[config.mk]
export PLATFORM = sky130hd
export DESIGN_NAME = tiny_fir_decimator_flat
export DESIGN_NICKNAME = d
export VERILOG_FILES = /design/src/rtl/tiny_fir_decimator_if.sv /design/src/rtl/tiny_fir_decimator.sv /design/src/flat_wrapper.sv
export SDC_FILE = /design/constraint.sdc
export NUM_CORES = 2
export LEC_CHECK = 0
export BUFFER_PORTS_ARGS = -buffer_cell sky130_fd_sc_hd__clkbuf_2
export CELL_PAD_IN_SITES_DETAIL_PLACEMENT = 1
export CELL_PAD_IN_SITES_GLOBAL_PLACEMENT = 1
export CORE_MARGIN = 10
export CORE_UTILIZATION = 50
export CTS_CLUSTER_SIZE = 24
export DETAILED_ROUTE_END_ITERATION = 7
export GPL_TIMING_DRIVEN = 0
export PLACE_DENSITY = 0.76
export SLEW_MARGIN = 20
export SYNTH_ARGS = -nofsm -noshare
export SYNTH_HDL_FRONTEND = slang
export SYNTH_SLANG_ARGS = --single-unit
[constraint.sdc]
create_clock -name clk -period 11.95 [get_ports clk]
set_input_delay 1.195 -clock clk [delete_from_list [all_inputs] [get_ports clk]]
set_output_delay 1.195 -clock clk [all_outputs]
set_load 0.005 [all_outputs]
[src/rtl/tiny_fir_decimator_if.sv]
// Stream and tap-load bus for tiny_fir_decimator.
// master = upstream/testbench side, slave = the decimator.
interface tiny_fir_decimator_if #(
    parameter int unsigned DATA_W = 24,
    parameter int unsigned TAP_W  = 16
);

    // Serial tap load
    logic [TAP_W-1:0]  tap_din;
    logic              tap_din_valid;
    logic              taps_loaded;

    // Oversampled input stream
    logic [DATA_W-1:0] din;
    logic              din_valid;
    logic              din_ready;

    // Decimated output stream
    logic [DATA_W-1:0] dout;
    logic              dout_valid;
    logic              dout_ready;

    modport master (
        output tap_din, tap_din_valid, din, din_valid, dout_ready,
        input  taps_loaded, din_ready, dout, dout_valid
    );

    modport slave (
        input  tap_din, tap_din_valid, din, din_valid, dout_ready,
        output taps_loaded, din_ready, dout, dout_valid
    );

endinterface

[src/rtl/tiny_fir_decimator.sv]
// Single-multiplier serial FIR decimator.
// Loads G_NUM_TAPS taps serially, collects G_DECIMATE samples into a circular
// delay line, then runs one MAC per tap and emits one saturated output.
module tiny_fir_decimator #(
    parameter int unsigned G_DATA_WIDTH = 24,
    parameter int unsigned G_TAP_WIDTH  = 16,
    parameter int unsigned G_NUM_TAPS   = 63,
    parameter int unsigned G_DECIMATE   = 2
) (
    input  logic                  clk,
    input  logic                  reset,
    input  logic                  enable,
    tiny_fir_decimator_if.slave   bus
);

    localparam int unsigned DW     = G_DATA_WIDTH;
    localparam int unsigned TW     = G_TAP_WIDTH;
    localparam int unsigned AW     = $clog2(G_NUM_TAPS);
    localparam int unsigned PH_W   = $clog2(G_DECIMATE);
    localparam int unsigned PROD_W = DW + TW;
    localparam int unsigned ACC_W  = DW + TW + 8;

    localparam logic [AW-1:0]   LAST_IDX = AW'(G_NUM_TAPS - 1);
    localparam logic [PH_W-1:0] LAST_PH  = PH_W'(G_DECIMATE - 1);

    localparam logic signed [ACC_W-1:0] SAT_MAX = {{(ACC_W-DW+1){1'b0}}, {(DW-1){1'b1}}};
    localparam logic signed [ACC_W-1:0] SAT_MIN = {{(ACC_W-DW+1){1'b1}}, {(DW-1){1'b0}}};

    typedef enum logic [2:0] {
        S_TAPS,
        S_FILL,
        S_MAC,
        S_DRAIN,
        S_RESULT,
        S_OUT
    } state_t;

    // Register file: taps and circular sample delay line
    logic signed [TW-1:0] taps_q  [G_NUM_TAPS];
    logic signed [DW-1:0] dline_q [G_NUM_TAPS];

    state_t                    state_q,       state_d;
    logic [AW-1:0]             tap_cnt_q,     tap_cnt_d;
    logic [AW-1:0]             wr_ptr_q,      wr_ptr_d;
    logic [AW-1:0]             rd_ptr_q,      rd_ptr_d;
    logic [AW-1:0]             mac_k_q,       mac_k_d;
    logic [PH_W-1:0]           phase_q,       phase_d;
    logic signed [PROD_W-1:0]  prod_q,        prod_d;
    logic signed [ACC_W-1:0]   acc_q,         acc_d;
    logic                      taps_loaded_q, taps_loaded_d;
    logic                      din_ready_q,   din_ready_d;
    logic [DW-1:0]             dout_q,        dout_d;
    logic                      dout_valid_q,  dout_valid_d;

    logic                      clear_c;
    logic                      tap_we_c;
    logic                      dline_we_c;
    logic                      accept_c;
    logic signed [PROD_W-1:0]  prod_c;
    logic signed [ACC_W-1:0]   shifted_c;
    logic [DW-1:0]             sat_c;

    assign clear_c  = reset | ~enable;
    assign accept_c = bus.din_valid & din_ready_q;

    // Datapath helpers: current tap product and saturated, rescaled accumulator
    always_comb begin
        prod_c    = taps_q[mac_k_q] * dline_q[rd_ptr_q];
        shifted_c = acc_q >>> (TW - 1);
        if (shifted_c > SAT_MAX) begin
            sat_c = {1'b0, {(DW-1){1'b1}}};
        end else if (shifted_c < SAT_MIN) begin
            sat_c = {1'b1, {(DW-1){1'b0}}};
        end else begin
            sat_c = shifted_c[DW-1:0];
        end
    end

    // Next-state and next-output logic for the load/fill/MAC/output sequence
    always_comb begin
        state_d       = state_q;
        tap_cnt_d     = tap_cnt_q;
        wr_ptr_d      = wr_ptr_q;
        rd_ptr_d      = rd_ptr_q;
        mac_k_d       = mac_k_q;
        phase_d       = phase_q;
        prod_d        = prod_q;
        acc_d         = acc_q;
        taps_loaded_d = taps_loaded_q;
        dout_d        = dout_q;
        dout_valid_d  = dout_valid_q;
        tap_we_c      = 1'b0;
        dline_we_c    = 1'b0;

        unique case (state_q)
            S_TAPS: begin
                if (bus.tap_din_valid) begin
                    tap_we_c = 1'b1;
                    if (tap_cnt_q == LAST_IDX) begin
                        taps_loaded_d = 1'b1;
                        state_d       = S_FILL;
                    end else begin
                        tap_cnt_d = tap_cnt_q + AW'(1);
                    end
                end
            end

            S_FILL: begin
                if (accept_c) begin
                    dline_we_c = 1'b1;
                    wr_ptr_d   = (wr_ptr_q == LAST_IDX) ? '0 : wr_ptr_q + AW'(1);
                    if (phase_q == LAST_PH) begin
                        // Newest sample is the one written now; MAC walks backwards from it
                        phase_d  = '0;
                        acc_d    = '0;
                        rd_ptr_d = wr_ptr_q;
                        mac_k_d  = '0;
                        state_d  = S_MAC;
                    end else begin
                        phase_d = phase_q + PH_W'(1);
                    end
                end
            end

            S_MAC: begin
                prod_d   = prod_c;
                if (mac_k_q != '0) begin
                    acc_d = acc_q + ACC_W'(prod_q);
                end
                rd_ptr_d = (rd_ptr_q == '0) ? LAST_IDX : rd_ptr_q - AW'(1);
                mac_k_d  = mac_k_q + AW'(1);
                if (mac_k_q == LAST_IDX) begin
                    state_d = S_DRAIN;
                end
            end

            S_DRAIN: begin
                acc_d   = acc_q + ACC_W'(prod_q);
                state_d = S_RESULT;
            end

            S_RESULT: begin
                dout_d       = sat_c;
                dout_valid_d = 1'b1;
                state_d      = S_OUT;
            end

            S_OUT: begin
                if (bus.dout_ready) begin
                    dout_valid_d = 1'b0;
                    state_d      = S_FILL;
                end
            end

            default: begin
                state_d = S_TAPS;
            end
        endcase

        if (clear_c) begin
            state_d       = S_TAPS;
            tap_cnt_d     = '0;
            wr_ptr_d      = '0;
            rd_ptr_d      = '0;
            mac_k_d       = '0;
            phase_d       = '0;
            prod_d        = '0;
            acc_d         = '0;
            taps_loaded_d = 1'b0;
            dout_d        = '0;
            dout_valid_d  = 1'b0;
            tap_we_c      = 1'b0;
            dline_we_c    = 1'b0;
        end

        din_ready_d = (state_d == S_FILL);
    end

    // State and control/output registers
    always_ff @(posedge clk) begin
        state_q       <= state_d;
        tap_cnt_q     <= tap_cnt_d;
        wr_ptr_q      <= wr_ptr_d;
        rd_ptr_q      <= rd_ptr_d;
        mac_k_q       <= mac_k_d;
        phase_q       <= phase_d;
        prod_q        <= prod_d;
        acc_q         <= acc_d;
        taps_loaded_q <= taps_loaded_d;
        din_ready_q   <= din_ready_d;
        dout_q        <= dout_d;
        dout_valid_q  <= dout_valid_d;
    end

    // Tap storage, written only during the serial load
    always_ff @(posedge clk) begin
        if (tap_we_c) begin
            taps_q[tap_cnt_q] <= bus.tap_din;
        end
    end

    // Delay line; cleared on reset so the first outputs see zero history
    always_ff @(posedge clk) begin
        if (clear_c) begin
            for (int unsigned i = 0; i < G_NUM_TAPS; i++) begin
                dline_q[i] <= '0;
            end
        end else if (dline_we_c) begin
            dline_q[wr_ptr_q] <= bus.din;
        end
    end

    assign bus.taps_loaded = taps_loaded_q;
    assign bus.din_ready   = din_ready_q;
    assign bus.dout        = dout_q;
    assign bus.dout_valid  = dout_valid_q;

endmodule

[src/flat_wrapper.sv]
// flat-port wrapper written by rule: the top's interface ports become plain ports
module tiny_fir_decimator_flat 
#(
    parameter int unsigned G_DATA_WIDTH = 24,
    parameter int unsigned G_TAP_WIDTH  = 16,
    parameter int unsigned G_NUM_TAPS   = 63,
    parameter int unsigned G_DECIMATE   = 2
)
  (clk, reset, enable, bus_tap_din, bus_tap_din_valid, bus_din, bus_din_valid, bus_dout_ready, bus_taps_loaded, bus_din_ready, bus_dout, bus_dout_valid);
  tiny_fir_decimator_if #(.DATA_W((24)), .TAP_W((16))) bus_i ();
  input  logic clk;
  input  logic reset;
  input  logic enable;
  input wire logic [$bits(bus_i.tap_din)-1:0] bus_tap_din;
  input wire logic [$bits(bus_i.tap_din_valid)-1:0] bus_tap_din_valid;
  input wire logic [$bits(bus_i.din)-1:0] bus_din;
  input wire logic [$bits(bus_i.din_valid)-1:0] bus_din_valid;
  input wire logic [$bits(bus_i.dout_ready)-1:0] bus_dout_ready;
  output wire logic [$bits(bus_i.taps_loaded)-1:0] bus_taps_loaded;
  output wire logic [$bits(bus_i.din_ready)-1:0] bus_din_ready;
  output wire logic [$bits(bus_i.dout)-1:0] bus_dout;
  output wire logic [$bits(bus_i.dout_valid)-1:0] bus_dout_valid;
  assign bus_i.tap_din = bus_tap_din;
  assign bus_i.tap_din_valid = bus_tap_din_valid;
  assign bus_i.din = bus_din;
  assign bus_i.din_valid = bus_din_valid;
  assign bus_i.dout_ready = bus_dout_ready;
  assign bus_taps_loaded = bus_i.taps_loaded;
  assign bus_din_ready = bus_i.din_ready;
  assign bus_dout = bus_i.dout;
  assign bus_dout_valid = bus_i.dout_valid;
  tiny_fir_decimator #(.G_DATA_WIDTH(G_DATA_WIDTH), .G_TAP_WIDTH(G_TAP_WIDTH), .G_NUM_TAPS(G_NUM_TAPS), .G_DECIMATE(G_DECIMATE)) u_core (.clk(clk), .reset(reset), .enable(enable), .bus(bus_i));
endmodule
==> flow_summary.ini <==
[run_status]
status = finished clean

[pwr]
power_density_mw_per_mm2 = 156.1
p_int_mw = 16.85
clkPwrFrac_pct = 37.9
power_mw = 22.89
p_leak_nw = 52.50
swShare_pct = 26.40
seqPwrFrac_pct = 46.6
pwr-share-comb_pct = 15.5
p_sw_mw = 6.043
peakVddDrop_uv = 162.6

[final_layout]
final_cell_count_no_fill = 12292
final_nets = 9264
drive_above_1_share_pct = 19.28
synthToLayoutAreaGrowth_pct = 13.02
nFillCells = 23493

[synthesis]
netlist.area_leader.share_pct = 58.87
netlist-cell-type-count = 77
syn_area_per_cell_sq_um = 15.77
synth_seq_area_share_pct = 61.26
syn-cell-area_sq_mm = 0.1298
async_reset_ff_share_pct = 0
syn_nets = 8802
synth.area.top_cells = edfxtp_1 (59%), mux4_2 (14%), and2_1 (8.0%)
synthFlopType = edfxtp_1
netlist_instances = 8227
yosys.area.top_type = edfxtp_1
synth.yosys.warnings = 0
synth_edf_count = 2544
ys_seq_elements = 2699

[grt]
grt_max_degree = 64
track_usage_pct = 30.72
grt_first_pass_wirelength_um = 617800
globalRouteOverflowTotal = 0
antenna_found_initial = 37
grt_pass1_vias = 83547

[sta]
relSlewSlack_pct = 15.90
timing.final.crit_share_pct = 94.11
worstMarginPinSlew_ps = 1262
grt_setup_unrepaired = no
slew_violations = 0
setup_viol = 0
fin_crit_ps = 11250
setup_tns_ps = 0
fmax_mhz = 88.92
finalHoldViolCount = 0
finClkSkew_ps = 77.04

[place]
gp_congestion = 0.9005
post-place-cells = 11780
dp_hpwl_um = 302100
port_buffers = 72

[critical_path]
cpMostUsedCell = fa_1
start_kind = register
end_kind = register
slowest_delay_ps = 890
worstPathMaxFanout = 10
arrival_ps = 12020
critical-path-slowest-cell = clkbuf_1
timing.setup.critical_path_class = register to register
required_ps = 12730
ff2ff_path_depth = 29

[hold_path]
hold_class = register to register
whs_path_depth = 2
min_from = u_core.bus.taps_loaded

[floorplanning]
die_area_sq_mm = 0.2803
die_y_um = 529.5
num_rows = 186
ioPinCount = 73
die_w_um = 529.5
initial_core_util_pct = 50.37
coreArea_sq_mm = 0.2576

[detailed_routing]
routedWlPerCell_um = 35.30
drc_errors = 0
vias = 79401
drt_iter0_markers = 11504
drtPass1Iterations = 6
wirelength_um = 433900
avgViaCountPerCell = 6.460
antenna_left = 0

[clock_tree]
cts_tree = done
holdBufCountCts = 0
cts_buffer_depth = 4
clock_latency_ps = 900
cts.htree.levels = 5
path_clk_slew_ps = 60
ctsResizeCount = 0
cts.sinks = 2699
cts_buffers = 288
root_buffer = clkbuf_16
cts_setup_buffers = 0

[job]
timing.max_cap.violations = 0
==> power by group through the flow <==
| stage | Clock [mW] | Sequential [mW] | Combinational [mW] |
|---|---|---|---|
| floorplan | 0 | 10.8 | 2.30 |
| global placement | 0 | 10.9 | 3.35 |
| detailed placement | 0 | 10.9 | 3.52 |
| CTS | 8.67 | 10.7 | 3.57 |
| global route | 9.05 | 10.7 | 3.94 |
| finish | 8.67 | 10.7 | 3.56 |
==> layout make-up <==
| class | instances | area [sq um] | share of cell area (%) |
|---|---|---|---|
| flip-flops and latches | 2699 | 79500 | 54.20 |
| inverters | 461 | 1730 | 1.180 |
| diodes | 8 | 20.02 | 0.01365 |
| multi-input cells | 4459 | 47050 | 32.08 |
| clock buffers | 362 | 7675 | 5.233 |
| clock inverters | 139 | 1102 | 0.7515 |
| plain buffers | 608 | 2641 | 1.801 |
| well taps | 3384 | 4234 | 2.887 |
| repair buffers | 172 | 2721 | 1.855 |
==> cell usage after synthesis (13+ instances only) <==
cell and number:
dfxtp_1 155, a211oi_1 18, a22oi_1 30, o21a_1 15, xnor2_1 52, buf_6 14, and3_1 18, nor2b_1 39
buf_2 98, inv_1 459, buf_1 19, o21ai_0 131, nand3_1 38, nand2b_1 19, nand2_1 375, a21o_1 39
a21oi_1 142, nand4_1 17, o211ai_1 26, xor2_1 31, clkbuf_1 466, and2_1 1654, a31oi_1 15, ha_1 154
nor3_1 19, mux2i_1 24, edfxtp_1 2544, nor2_1 285, or3_1 13, mux4_2 821, fa_1 375
==> worst paths after layout <==
kind | slack, ps | to
setup / recovery | 700 | u_core.prod_q[38]
hold / removal | 450 | u_core.bus.taps_loaded
setup reg to reg | 700 | u_core.prod_q[38]
hold reg to reg | 450 | u_core.bus.taps_loaded
==> worst max-delay path, delay by kind of cell, from the launching register on <==
family	cells	cell delay [ps]
AOI/OAI and AO/OA	9	2380
adders and majority gates	7	3420
buffers and inverters	9	3120
DFF	1	300
muxes	3	1810
and+or+nand+nor	1	70
==> cells by family (layout without fill, tap and decap cells) <==
logic type | Yosys count | count (layout) | share of synthesized area [%]
xor+xnor | 83 | 83 | 0.5602
fa+ha+maj | 529 | 529 | 7.269
other cells | 0 | 8 | 0
simple gates | 2512 | 2512 | 10.82
mux | 848 | 848 | 14.46
compound gates | 487 | 487 | 2.337
flops | 2699 | 2699 | 61.26
buf+inv | 1069 | 1742 | 3.299
==> layout by cell type, fill, tap and decap left out, types with 38 or more instances in the layout <==
cell type  instances
a21oi_1          142
xnor2_1           52
o21ai_0           70
nor2_4            39
buf_16            68
dfxtp_1          155
mux4_2           821
ha_1             154
clkbuf_2         123
nor2_1           218
o21ai_4           61
clkbuf_1         464
clkinv_1          64
nand2_1          375
clkbuf_16        296
inv_1            459
nand3_1           38
and2_1          1654
edfxtp_1        2544
nor2b_1           39
a21o_1            39
buf_2            103
fa_1             375
==> sequential cells by signal, indices dropped and copies added, names as in the netlist, named ones only <==
register,flops
u_core.acc_q,48
u_core.bus.din_ready,1
u_core.bus.dout,24
u_core.bus.dout_valid,1
u_core.bus.taps_loaded,1
u_core.dline_q,1536
u_core.mac_k_q,6
u_core.phase_q,1
u_core.prod_q,40
u_core.rd_ptr_q,6
u_core.state_q,3
u_core.tap_cnt_q,6
u_core.taps_q,1008
u_core.wr_ptr_q,6
==> per-stage QoR <==
step,worst slack (ps),util (%),hold slack [ps],area [sq um]
floorplan,3598,-,435.6,129800
global placement,870.1,52.16,440.2,134400
detailed placement,745.8,53.49,443.1,137800
CTS,809.1,56.90,452.6,146600
global route,524.7,56.93,467.3,146700
finish,703.4,56.93,448.1,146700
==> routing by layer <==
layer  GRT usage (%)  vias up  part of all wire (%)
li1                -    31028                     -
met1           42.01    41963                    38
met2           46.93     5238                    45
met3           7.660     1134                    12
met4           13.69       38                   5.4
met5               0        -                 0.060
Power figures use the tool's default switching activity.
